`src/rtl/rx_filter_sequencer.sv`:
```
// Receive FIR sequencer: feeds burst samples into an external FIR, flushes the delay line,
// decimates the FIR output into a small FWFT FIFO. Optional feature: RX_FILTER_SEQUENCER_STATS_EN.
module rx_filter_sequencer #(
   parameter int unsigned TAPS       = 65,
   parameter int unsigned DELAY      = 32,
   parameter int unsigned DECIM      = 4,
   parameter int unsigned FIFO_DEPTH = 4
) (
   input  logic        clk,
   input  logic        reset,
   input  logic [15:0] in_data,
   input  logic        in_valid,
   input  logic        in_last,
   output logic        in_ready,
   output logic [15:0] fir_din,
   output logic        fir_en,
   input  logic [15:0] fir_dout,
   output logic [15:0] out_data,
   output logic        out_valid,
   input  logic        out_ready,
   output logic        out_last,
   output logic        busy
`ifdef RX_FILTER_SEQUENCER_STATS_EN
   ,
   output logic [15:0] sym_count
`endif
);

   localparam int unsigned DW  = 16;
   localparam int unsigned SW  = 32;
   localparam int unsigned CW  = $clog2(FIFO_DEPTH + 1);
   localparam int unsigned PW  = (FIFO_DEPTH > 1) ? $clog2(FIFO_DEPTH) : 1;
   localparam int unsigned PHW = (DECIM > 1) ? $clog2(DECIM) : 1;
   localparam int unsigned FW  = (TAPS > 2) ? $clog2(TAPS) : 1;

   localparam logic [1:0] S_IDLE  = 2'd0;
   localparam logic [1:0] S_RUN   = 2'd1;
   localparam logic [1:0] S_FLUSH = 2'd2;
   localparam logic [1:0] S_DRAIN = 2'd3;

   logic [1:0]     state, state_nx;
   logic [SW-1:0]  scnt;
   logic [PHW-1:0] ph;
   logic [FW-1:0]  fcnt;
   logic           cap_pend, cap_last;
   logic [DW:0]    mem [FIFO_DEPTH];
   logic [PW-1:0]  wr_ptr, rd_ptr;
   logic [CW-1:0]  count;
   logic           permit, past_delay, in_window, eligible, final_cap, push, pop;

   // Headroom of two keeps room for the in-flight result plus the one this shift may create.
   assign permit     = (32'(count) + 32'(cap_pend) + 32'd2) <= 32'(FIFO_DEPTH);
   assign past_delay = scnt >= SW'(DELAY);
   assign in_window  = (state != S_FLUSH) || (32'(fcnt) < 32'(DELAY));
   assign eligible   = fir_en && past_delay && (ph == '0) && in_window;
   // Assumes DECIM <= DELAY, so the final symbol always comes from a flush shift.
   assign final_cap  = (state == S_FLUSH) && ((32'(fcnt) + 32'(DECIM) + 32'd1) > 32'(DELAY));

   assign push      = cap_pend;
   assign out_valid = (count != '0);
   assign pop       = out_valid && out_ready;
   assign out_data  = out_valid ? mem[rd_ptr][DW-1:0] : '0;
   assign out_last  = out_valid ? mem[rd_ptr][DW] : 1'b0;
   assign busy      = (state != S_IDLE);

   // State register
   always_ff @(posedge clk) begin
      if (reset) state <= S_IDLE;
      else       state <= state_nx;
   end

   // Next state and handshake outputs
   always_comb begin
      state_nx = state;
      in_ready = 1'b0;
      fir_en   = 1'b0;
      fir_din  = '0;
      case (state)
         S_IDLE, S_RUN: begin
            in_ready = permit;
            if (in_valid && permit) begin
               fir_en   = 1'b1;
               fir_din  = in_data;
               state_nx = in_last ? S_FLUSH : S_RUN;
            end
         end
         S_FLUSH: begin
            fir_en = permit;
            if (permit && (fcnt == FW'(TAPS - 2))) state_nx = S_DRAIN;
         end
         default: begin
            if ((count == '0) && !cap_pend) state_nx = S_IDLE;
         end
      endcase
      if (reset) begin
         in_ready = 1'b0;
         fir_en   = 1'b0;
         fir_din  = '0;
         state_nx = S_IDLE;
      end
   end

   // Shift bookkeeping, capture pipeline and FIFO pointers
   always_ff @(posedge clk) begin
      if (reset) begin
         scnt     <= '0;
         ph       <= '0;
         fcnt     <= '0;
         cap_pend <= 1'b0;
         cap_last <= 1'b0;
         wr_ptr   <= '0;
         rd_ptr   <= '0;
         count    <= '0;
      end else begin
         if ((state == S_DRAIN) && (state_nx == S_IDLE)) begin
            scnt <= '0;
            ph   <= '0;
            fcnt <= '0;
         end else if (fir_en) begin
            scnt <= scnt + SW'(1);
            if (past_delay) ph <= (ph == PHW'(DECIM - 1)) ? '0 : ph + PHW'(1);
            if (state == S_FLUSH) fcnt <= fcnt + FW'(1);
         end
         cap_pend <= eligible;
         cap_last <= eligible && final_cap;
         if (push) wr_ptr <= (wr_ptr == PW'(FIFO_DEPTH - 1)) ? '0 : wr_ptr + PW'(1);
         if (pop)  rd_ptr <= (rd_ptr == PW'(FIFO_DEPTH - 1)) ? '0 : rd_ptr + PW'(1);
         case ({push, pop})
            2'b10:   count <= count + CW'(1);
            2'b01:   count <= count - CW'(1);
            default: count <= count;
         endcase
      end
   end

   // FIFO storage: {last, data}
   always_ff @(posedge clk) begin
      if (push && !reset) mem[wr_ptr] <= {cap_last, fir_dout};
   end

`ifdef RX_FILTER_SEQUENCER_STATS_EN
   // Symbols popped in the current or most recent burst
   always_ff @(posedge clk) begin
      if (reset)                                     sym_count <= '0;
      else if ((state == S_IDLE) && fir_en)          sym_count <= '0;
      else if (pop && (sym_count != 16'hFFFF))       sym_count <= sym_count + 16'd1;
   end
`endif

endmodule

```
`config.mk`:
```
export PLATFORM = sky130hd
export DESIGN_NAME = rx_filter_sequencer
export DESIGN_NICKNAME = d
export VERILOG_FILES = /design/src/rtl/rx_filter_sequencer.sv
export SDC_FILE = /design/constraint.sdc
export NUM_CORES = 1
export LEC_CHECK = 0
export CORE_ASPECT_RATIO = 1.1
export CORE_UTILIZATION = 45
export CTS_CLUSTER_DIAMETER = 100
export DETAILED_ROUTE_END_ITERATION = 12
export GPL_ROUTABILITY_DRIVEN = 0
export GPL_TIMING_DRIVEN = 0
export PLACE_DENSITY_LB_ADDON = 0.08
export SYNTH_ARGS = -nofsm -noshare
export SYNTH_HDL_FRONTEND = slang
export SYNTH_SLANG_ARGS = --single-unit
export TNS_END_PERCENT = 1
```
`constraint.sdc`:
```
create_clock -name clk -period 4.5 [get_ports clk]
set_clock_uncertainty 0.15 [all_clocks]
set_input_delay 0.45 -clock clk [delete_from_list [all_inputs] [get_ports clk]]
set_output_delay 0.45 -clock clk [all_outputs]
set_load 0.005 [all_outputs]
```
# == Yosys cells after proc, flatten, opt, wreduce, memory -nomap -nowiden ==
# Memory sizes are Yosys's and may differ from the RTL's. A register that Yosys moved wholly into a read port is not among the register bits.
# Cells that the tools add are included.
# Widths: inputs -> output; s select.
# totals
memories,1
wordCells,84
out_inout_bits,37
ramBits,68
ff_bits,52
in_bits,37
# mem_list
memory,depth,width,read_ports,rd_ports_with_merged_regs,wr,line,rtl
mem,4,17,1,1,1,46,logic [DW:0] mem [FIFO_DEPTH];
# op_classes
n_lt_le_gt_ge,4
reduce_logical,25
add_sub_neg,11
eq_ne,10
n_mux,24
# ops
op,count
$mux 16,4
$add 32x1->32 const B,1
$ge 32x6->1 const B,1
$mux 2,10
$eq 2x2->1 const B,6
$logic_and 1x1->1,11
$add 8x1->9 const B,1
$gt 9x6->1 const B,1
$add 7x3->8 const B,1
$add 7x1->7 const B,1
$eq 7x6->1 const B,1
$lt 7x6->1 const B,1
$mux 1,7
$add 2x1->2 const B,3
$logic_not 2->1,3
$pmux 3 s2,1
$add 4x2->5 const B,1
$le 5x3->1 const B,1
$add 3x1->4,1
$eq 2x1->1 const B,2
$pmux 2 s2,1
$reduce_and 2->1,2
$reduce_bool 2->1,2
$reduce_or 2->1,2
other kinds (8),9

# == Logic depth before layout (Yosys ltp) ==
# Gate-level depths: netlist of run 1.
# depth
ltp_word,11
depth_mapped,10
depth_no_buf,9

# == Least setup slack after synthesis of run 1 ==
# OpenSTA, ideal clock, no wires.
# synth_timing
path_kind,register to output
start,register cap_pend
end,output port fir_din[10]
t_arrival_ns,1.943
setup_slack_ns,1.957
t_required_ns,3.900
stages_incl_launch_ff,9
n_path_buf,2
path_cell_list,dfxtp_1 -> ha_1 -> inv_1 -> ha_1 -> nor2b_1 -> o211a_1 -> clkbuf_1 -> clkbuf_1 -> and3_1
# synth_via
elab_chain_len,7
# synth_lines
element,line,rtl
"start, declared",45,"logic cap_pend, cap_last;"
"start signal, assigned",124,cap_pend <= eligible;
$add 3x1->4,52,assign permit = (32'(count) + 32'(cap_pend) + 32'd2) <= 32'(FIFO_DEPTH);
$add 4x2->5,52,
$le 5x3->1,52,
$logic_and 1x1->1,81,if (in_valid && permit) begin
$mux 16,81,
$mux 16,78,case (state)
$mux 16,95,if (reset) begin
"end, declared",15,"output logic [15:0] fir_din,"
# Every way passes these cells.

# == Worst setup path after layout of run 1 ==
# layout_timing
start,register cap_pend
end,output port fir_din[11]
# Same word-level chain as after synthesis.

==> results of run 1 <==
==> cell families (layout without fill, tap and decap cells) <==
family | Yosys count | count (layout) | synth area share
adder cells (fa/ha/maj) | 14 | 14 | 0.0336
AND/OR/NAND/NOR | 177 | 177 | 0.181
AO/OA/AOI/OAI | 56 | 56 | 0.0629
flip-flops | 122 | 122 | 0.575
buffers and inverters | 41 | 145 | 0.0318
XOR/XNOR | 23 | 23 | 0.0371
multiplexers | 21 | 21 | 0.0779
==> worst paths after layout <==
check | startpoint | to | cells after the start
setup reg to reg | cap_pend$_SDFF_PP0_ | scnt[26]$_SDFFE_PP0P_ | 9
setup / recovery | cap_pend$_SDFF_PP0_ | fir_din[11] | 9
hold reg to reg | scnt[31]$_SDFFE_PP0P_ | scnt[31]$_SDFFE_PP0P_ | 1
hold / removal | reset | count[1]$_SDFFE_PP0P_ | 2
==> layout by cell type (no fill, tap or decap), types with 19 or more instances in the layout <==
cell type	instances
nand2_1	19
and2_1	19
clkdlybuf4s50_1	72
a21oi_1	23
edfxtp_1	68
nor2_1	34
dfxtp_1	54
and3_1	25
inv_1	19
==> cell type report <==
class	count	area share
clock buffer	17	0.0616
timing repair buffer	72	0.104
inverter	19	0.0103
multi-input combinational	291	0.309
sequential	122	0.452
tap	150	0.0272
clock inverter	15	0.0205
buffer	22	0.0147
==> per-stage QoR <==
step | instances | setup WS [ns] | utilization | cell area (µm²)
3_5_place_dp | 676 | 0.955 | 0.547 | 6340
5_1_grt | 708 | 0.255 | 0.596 | 6900
3_3_place_gp | 676 | 1.00 | 0.547 | 6340
2_1_floorplan | 454 | 1.96 | - | 5430
6_report | 708 | 0.568 | 0.596 | 6900
4_1_cts | 708 | 0.514 | 0.596 | 6900
==> per-layer routing <==
metal  GRT usage  vias to the layer above
met5           0                        -
met4      0.0731                        0
met3      0.0410                       11
met2       0.363                       95
met1       0.219                     1837
li1            -                     1868
==> registers in the layout (all words and copies together), names as in the netlist, 2 cells and up, named ones only <==
register and cells:
mem 68, scnt 32, fcnt 7, count 3, ph 2, rd_ptr 2
state 2, wr_ptr 2
==> report_power, final <==
part / total [W] / switching [W] / internal (W)
registers: 0.00118 / 0.00000449 / 0.00118
logic: 0.000104 / 0.0000488 / 0.0000554
clock network: 0.00127 / 0.000503 / 0.000767
total: 0.00256 / 0.000556 / 0.00200
==> critical path, delay by kind of cell, from the launching register on <==
family	cells	cell delay (ns)
DFF	1	0.43
and+or+nand+nor	2	0.42
buffers and inverters	4	1.33
adders and majority gates	2	0.46
AOI/OAI and AO/OA	1	0.29
==> flow_metrics.py, run 1 <==
metrics = {
    "cts": {
        "post_cts_buffers": 0,
        "cts.clk_slew.worst_paths_ns": 0.06,
        "cts_resized": 0,
        "root_buffer": "clkbuf_16",
        "clk_latency_ns": 0.41,
        "cts_buffer_depth": 2,
        "tritoncts": "built",
        "clkSinkCount": 122,
        "cts_buffers": 17,
        "cts_hold_buffers": 0,
        "h-tree-depth": 4,
    },
    "pwr": {
        "fin_total_pwr_w": 0.00256,
        "p_leak_nw": 2.40,
        "max-vdd-ir-drop_mv": 0.350,
        "power_density_nw_per_um2": 370,
    },
    "grt": {
        "grt_pass1_vias": 3869,
        "grt_max_degree": 18,
        "antenna_found_initial": 0,
        "grt_pass1_wl_mm": 18.6,
        "gr-usage-all-layers": 0.195,
        "grt_overflow": 0,
    },
    "status": {
        "outcome": "finished clean",
    },
    "detailed_routing": {
        "vias_per_cell": 5.38,
        "wl_met2_mm": 5.81,
        "wl_mm": 11.1,
        "drtIter0Drc": 209,
        "wl_met1_mm": 4.74,
        "dr.pass1.iters": 4,
        "dr_wl_met3_um": 460,
        "route.detailed.drc": 0,
        "final_antenna_net_count": 0,
        "wl_per_cell_um": 15.7,
        "vias": 3811,
        "highest_layer": "met4",
    },
    "setup_path": {
        "crit_path_end_kind": "output port",
        "ff2ff_setup_slack_ns": 1.62,
        "cp_data_arrival_time_ns": 3.33,
        "slowest_stage": "clkdlybuf4s50_1",
        "worstSetupPathType": "reg -> out",
        "cp_slowest_stage_delay_ns": 0.51,
        "required_ns": 3.90,
        "worstPathCellList": "ha_1 > inv_1 > ha_1 > nor2b_1 > o211a_1 > clkbuf_1 > clkbuf_1 > and3_1 > clkdlybuf4s50_1",
        "cp-start-kind": "flip-flop",
        "cp_max_fo": 10,
    },
    "yosys": {
        "synth_cell_types": 44,
        "syn_inst": 454,
        "async_flop_share": 0,
        "synth-edff-count": 68,
        "synth_ff_type": "edfxtp_1",
        "synth_top_area_share": 0.376,
        "postSynthAreaPerCell_um2": 12.0,
        "ys_ff_latch": 122,
        "synth_most_common_cell": "edfxtp_1",
        "synth.net_count": 505,
        "synth_largest_area_cell": "edfxtp_1",
        "syn_area_um2": 5430,
        "synth_seq_area_share": 0.575,
        "ys_top_cells_by_area": "edfxtp_1 38%, dfxtp_1 20%, mux4_2 7.1%",
        "yosysWarningCount": 0,
        "synth_common_cells": "68 x edfxtp_1, 54 x dfxtp_1, 34 x nor2_1",
    },
    "die": {
        "start_util": 0.468,
        "num_rows": 41,
        "core_um2": 11600,
        "die_height_um": 117,
        "io_pins": 74,
        "dieArea_um2": 12500,
        "die_w_um": 107,
    },
    "sta": {
        "finalCritPeriodShare": 0.874,
        "hold_viol_final": 0,
        "worst_slew_pin_slew_ns": 0.897,
        "whs_ns": 0.305,
        "slew_headroom": 0.402,
        "max_freq_mhz": 254,
        "period_minus_slack_ns": 3.93,
        "setup_viol": 0,
        "setup_tns_ns": 0,
        "drv_slew": 0,
        "rsz0062_at_grt": "false",
    },
    "min_path": {
        "hp-class": "in -> reg",
    },
    "final_layout": {
        "nets": 596,
        "fill_cells": 980,
        "multi_input_area_um2": 2130,
        "seqCellArea_um2": 3120,
        "diodes": 0,
        "drive_above_1_share": 0.109,
        "syn2layout_area_growth_pct": 27.2,
    },
    "placed_design": {
        "io_buffers": 72,
        "detailed_place_hpwl_mm": 7.70,
    },
    "job": {
        "maxCapViolations": 0,
    },
}
Power figures use the tool's default switching activity.
==> run 2: changes to the inputs <==
RECOVER_POWER = 25   (was not set)
==> run 2 against run 1 <==
  * Highest routed layer unchanged
  * Combinational power hardly changed
  * Register-to-register slack is essentially flat
  * Worst setup slack gained 0.0012 ns
  * Flip-flop and latch count stayed put
  * Sequential power about the same
  * Clock-buffer cell count is the same
  * Global-route usage is the same
  * Die area unchanged
  * Critical path type unchanged
  * Hold slack better by 0.0013 ns
  * Non-clock buffer count did not move
==> flow_metrics.py, run 2 (same netlist as run 1, synthesis figures left out) <==
metrics = {
    "pwr": {
        "max-vdd-ir-drop_mv": 0.348,
        "p_leak_nw": 2.40,
        "internal_power_w": 0.00200,
        "p_sw_w": 0.000555,
        "pwr-share-seq": 0.463,
        "power_density_nw_per_um2": 370,
        "switching_share": 0.217,
        "comb_power_share": 0.040,
        "power.share.clock": 0.497,
    },
    "sta": {
        "worst_slew_pin_slew_ns": 0.897,
        "drv_slew": 0,
        "slew_headroom": 0.402,
        "finalCritPeriodShare": 0.873,
        "max_freq_mhz": 254,
        "whs_ns": 0.306,
        "rsz0062_at_grt": "false",
        "setup_ws_ns": 0.570,
        "period_minus_slack_ns": 3.93,
        "hold_viol_final": 0,
        "setup_viol": 0,
        "setup_tns_ns": 0,
    },
    "min_path": {
        "whs_path_depth": 2,
        "hp-class": "in -> reg",
    },
    "cts": {
        "cts_hold_buffers": 0,
        "cts_buffers": 17,
        "cts.clk_slew.worst_paths_ns": 0.05,
        "cts_buffer_depth": 2,
        "post_cts_buffers": 0,
        "tritoncts": "built",
        "clk_latency_ns": 0.40,
        "cts_resized": 0,
        "clkSinkCount": 122,
        "root_buffer": "clkbuf_16",
        "h-tree-depth": 4,
    },
    "grt": {
        "antenna_found_initial": 0,
        "grt_overflow": 0,
        "grt_pass1_wl_mm": 18.6,
        "grt_pass1_vias": 3869,
        "grt_max_degree": 18,
        "gr-usage-all-layers": 0.195,
    },
    "placed_design": {
        "detailed_place_hpwl_mm": 7.70,
        "place_ws_ns": 0.955,
        "io_buffers": 72,
        "place_area_um2": 6340,
    },
    "detailed_routing": {
        "vias": 3807,
        "final_antenna_net_count": 0,
        "wl_mm": 11.1,
        "route.detailed.drc": 0,
        "wl_per_cell_um": 15.7,
        "vias_per_cell": 5.38,
        "drtIter0Drc": 211,
        "dr.pass1.iters": 4,
    },
    "setup_path": {
        "critical_path_buf_inv_count": 4,
        "worstPathCellList": "ha_1 > inv_1 > ha_1 > nor2b_1 > o211a_1 > clkbuf_1 > clkbuf_1 > and3_1 > clkdlybuf4s50_1",
        "crit_path_end_kind": "output port",
        "required_ns": 3.90,
        "cp_top_family": "buffers and inverters",
        "cp_data_arrival_time_ns": 3.33,
        "crit_cells": 9,
        "slowest_stage": "clkdlybuf4s50_1",
        "cp_slowest_stage_delay_ns": 0.51,
        "cp_max_fo": 10,
        "cp-start-kind": "flip-flop",
        "worstSetupPathType": "reg -> out",
        "rr_worst_depth": 9,
    },
    "final_layout": {
        "seqCellArea_um2": 3120,
        "nets": 596,
        "drive_above_1_share": 0.109,
        "final_common_cell": "edfxtp_1",
        "stdcell_area_um2": 6900,
        "largest_reg_flops": 68,
        "diodes": 0,
        "top_regs": "mem x68, scnt x32, fcnt x7",
        "final_core_util": 0.596,
        "syn2layout_area_growth_pct": 27.2,
        "max_flop_register": "mem",
        "final_cell_mix": "68 x edfxtp_1, 59 x clkdlybuf4s50_1, 54 x dfxtp_1",
        "multi_input_area_um2": 2130,
        "fill_cells": 980,
    },
    "die": {
        "die_height_um": 117,
        "io_pins": 74,
        "start_util": 0.468,
        "die_w_um": 107,
        "dieArea_um2": 12500,
        "num_rows": 41,
        "core_um2": 11600,
    },
    "job": {
        "maxCapViolations": 0,
    },
    "status": {
        "outcome": "finished clean",
    },
}
run 2: through the flow:
step	cells	power (W)
detailed placement	676	0.00131
global placement	676	0.00131
global route	708	0.00263
CTS	708	0.00258
finish	708	0.00255
floorplan	454	0.00124
run 2: worst register-to-register path, delay by kind of cell, from the launching register on:
kind                       cells  cell delay, ns
AOI/OAI and AO/OA              3            0.81
adders and majority gates      2            0.46
buffers and inverters          2            0.39
DFF                            1            0.43
and+or+nand+nor                2            0.51
run 2: per-layer routing:
layer  wire (µm)  vias to the layer above  GRT usage
li1            -                     1868          -
met1        4740                     1834      0.219
met2        5810                       96      0.363
met3         442                        9     0.0410
met4         129                        0     0.0731
met5           0                        -          0
run 2: path summary, 6_finish.rpt:
| kind | to | slack [ns] | start |
|---|---|---|---|
| setup / recovery | fir_din[11] | 0.57 | cap_pend$_SDFF_PP0_ |
| setup reg to reg | scnt[26]$_SDFFE_PP0P_ | 1.62 | cap_pend$_SDFF_PP0_ |
| hold reg to reg | scnt[31]$_SDFFE_PP0P_ | 0.33 | scnt[31]$_SDFFE_PP0P_ |
| hold / removal | wr_ptr[1]$_SDFFE_PP0P_ | 0.31 | reset |
run 2: layout make-up:
type	count	share of cell area
inverter	19	0.0103
buffer	22	0.0147
sequential	122	0.452
tap	150	0.0272
multi-input combinational	291	0.309
clock buffer	17	0.0616
clock inverter	15	0.0205
timing repair buffer	72	0.104
run 2: power by group through the flow:
stage	combinational (W)	sequential, W	clock, W
2_1_floorplan	0.0000378	0.00120	0
3_3_place_gp	0.000103	0.00121	0
3_5_place_dp	0.000105	0.00121	0
4_1_cts	0.000105	0.00118	0.00129
5_1_grt	0.000112	0.00118	0.00134
6_report	0.000102	0.00118	0.00127
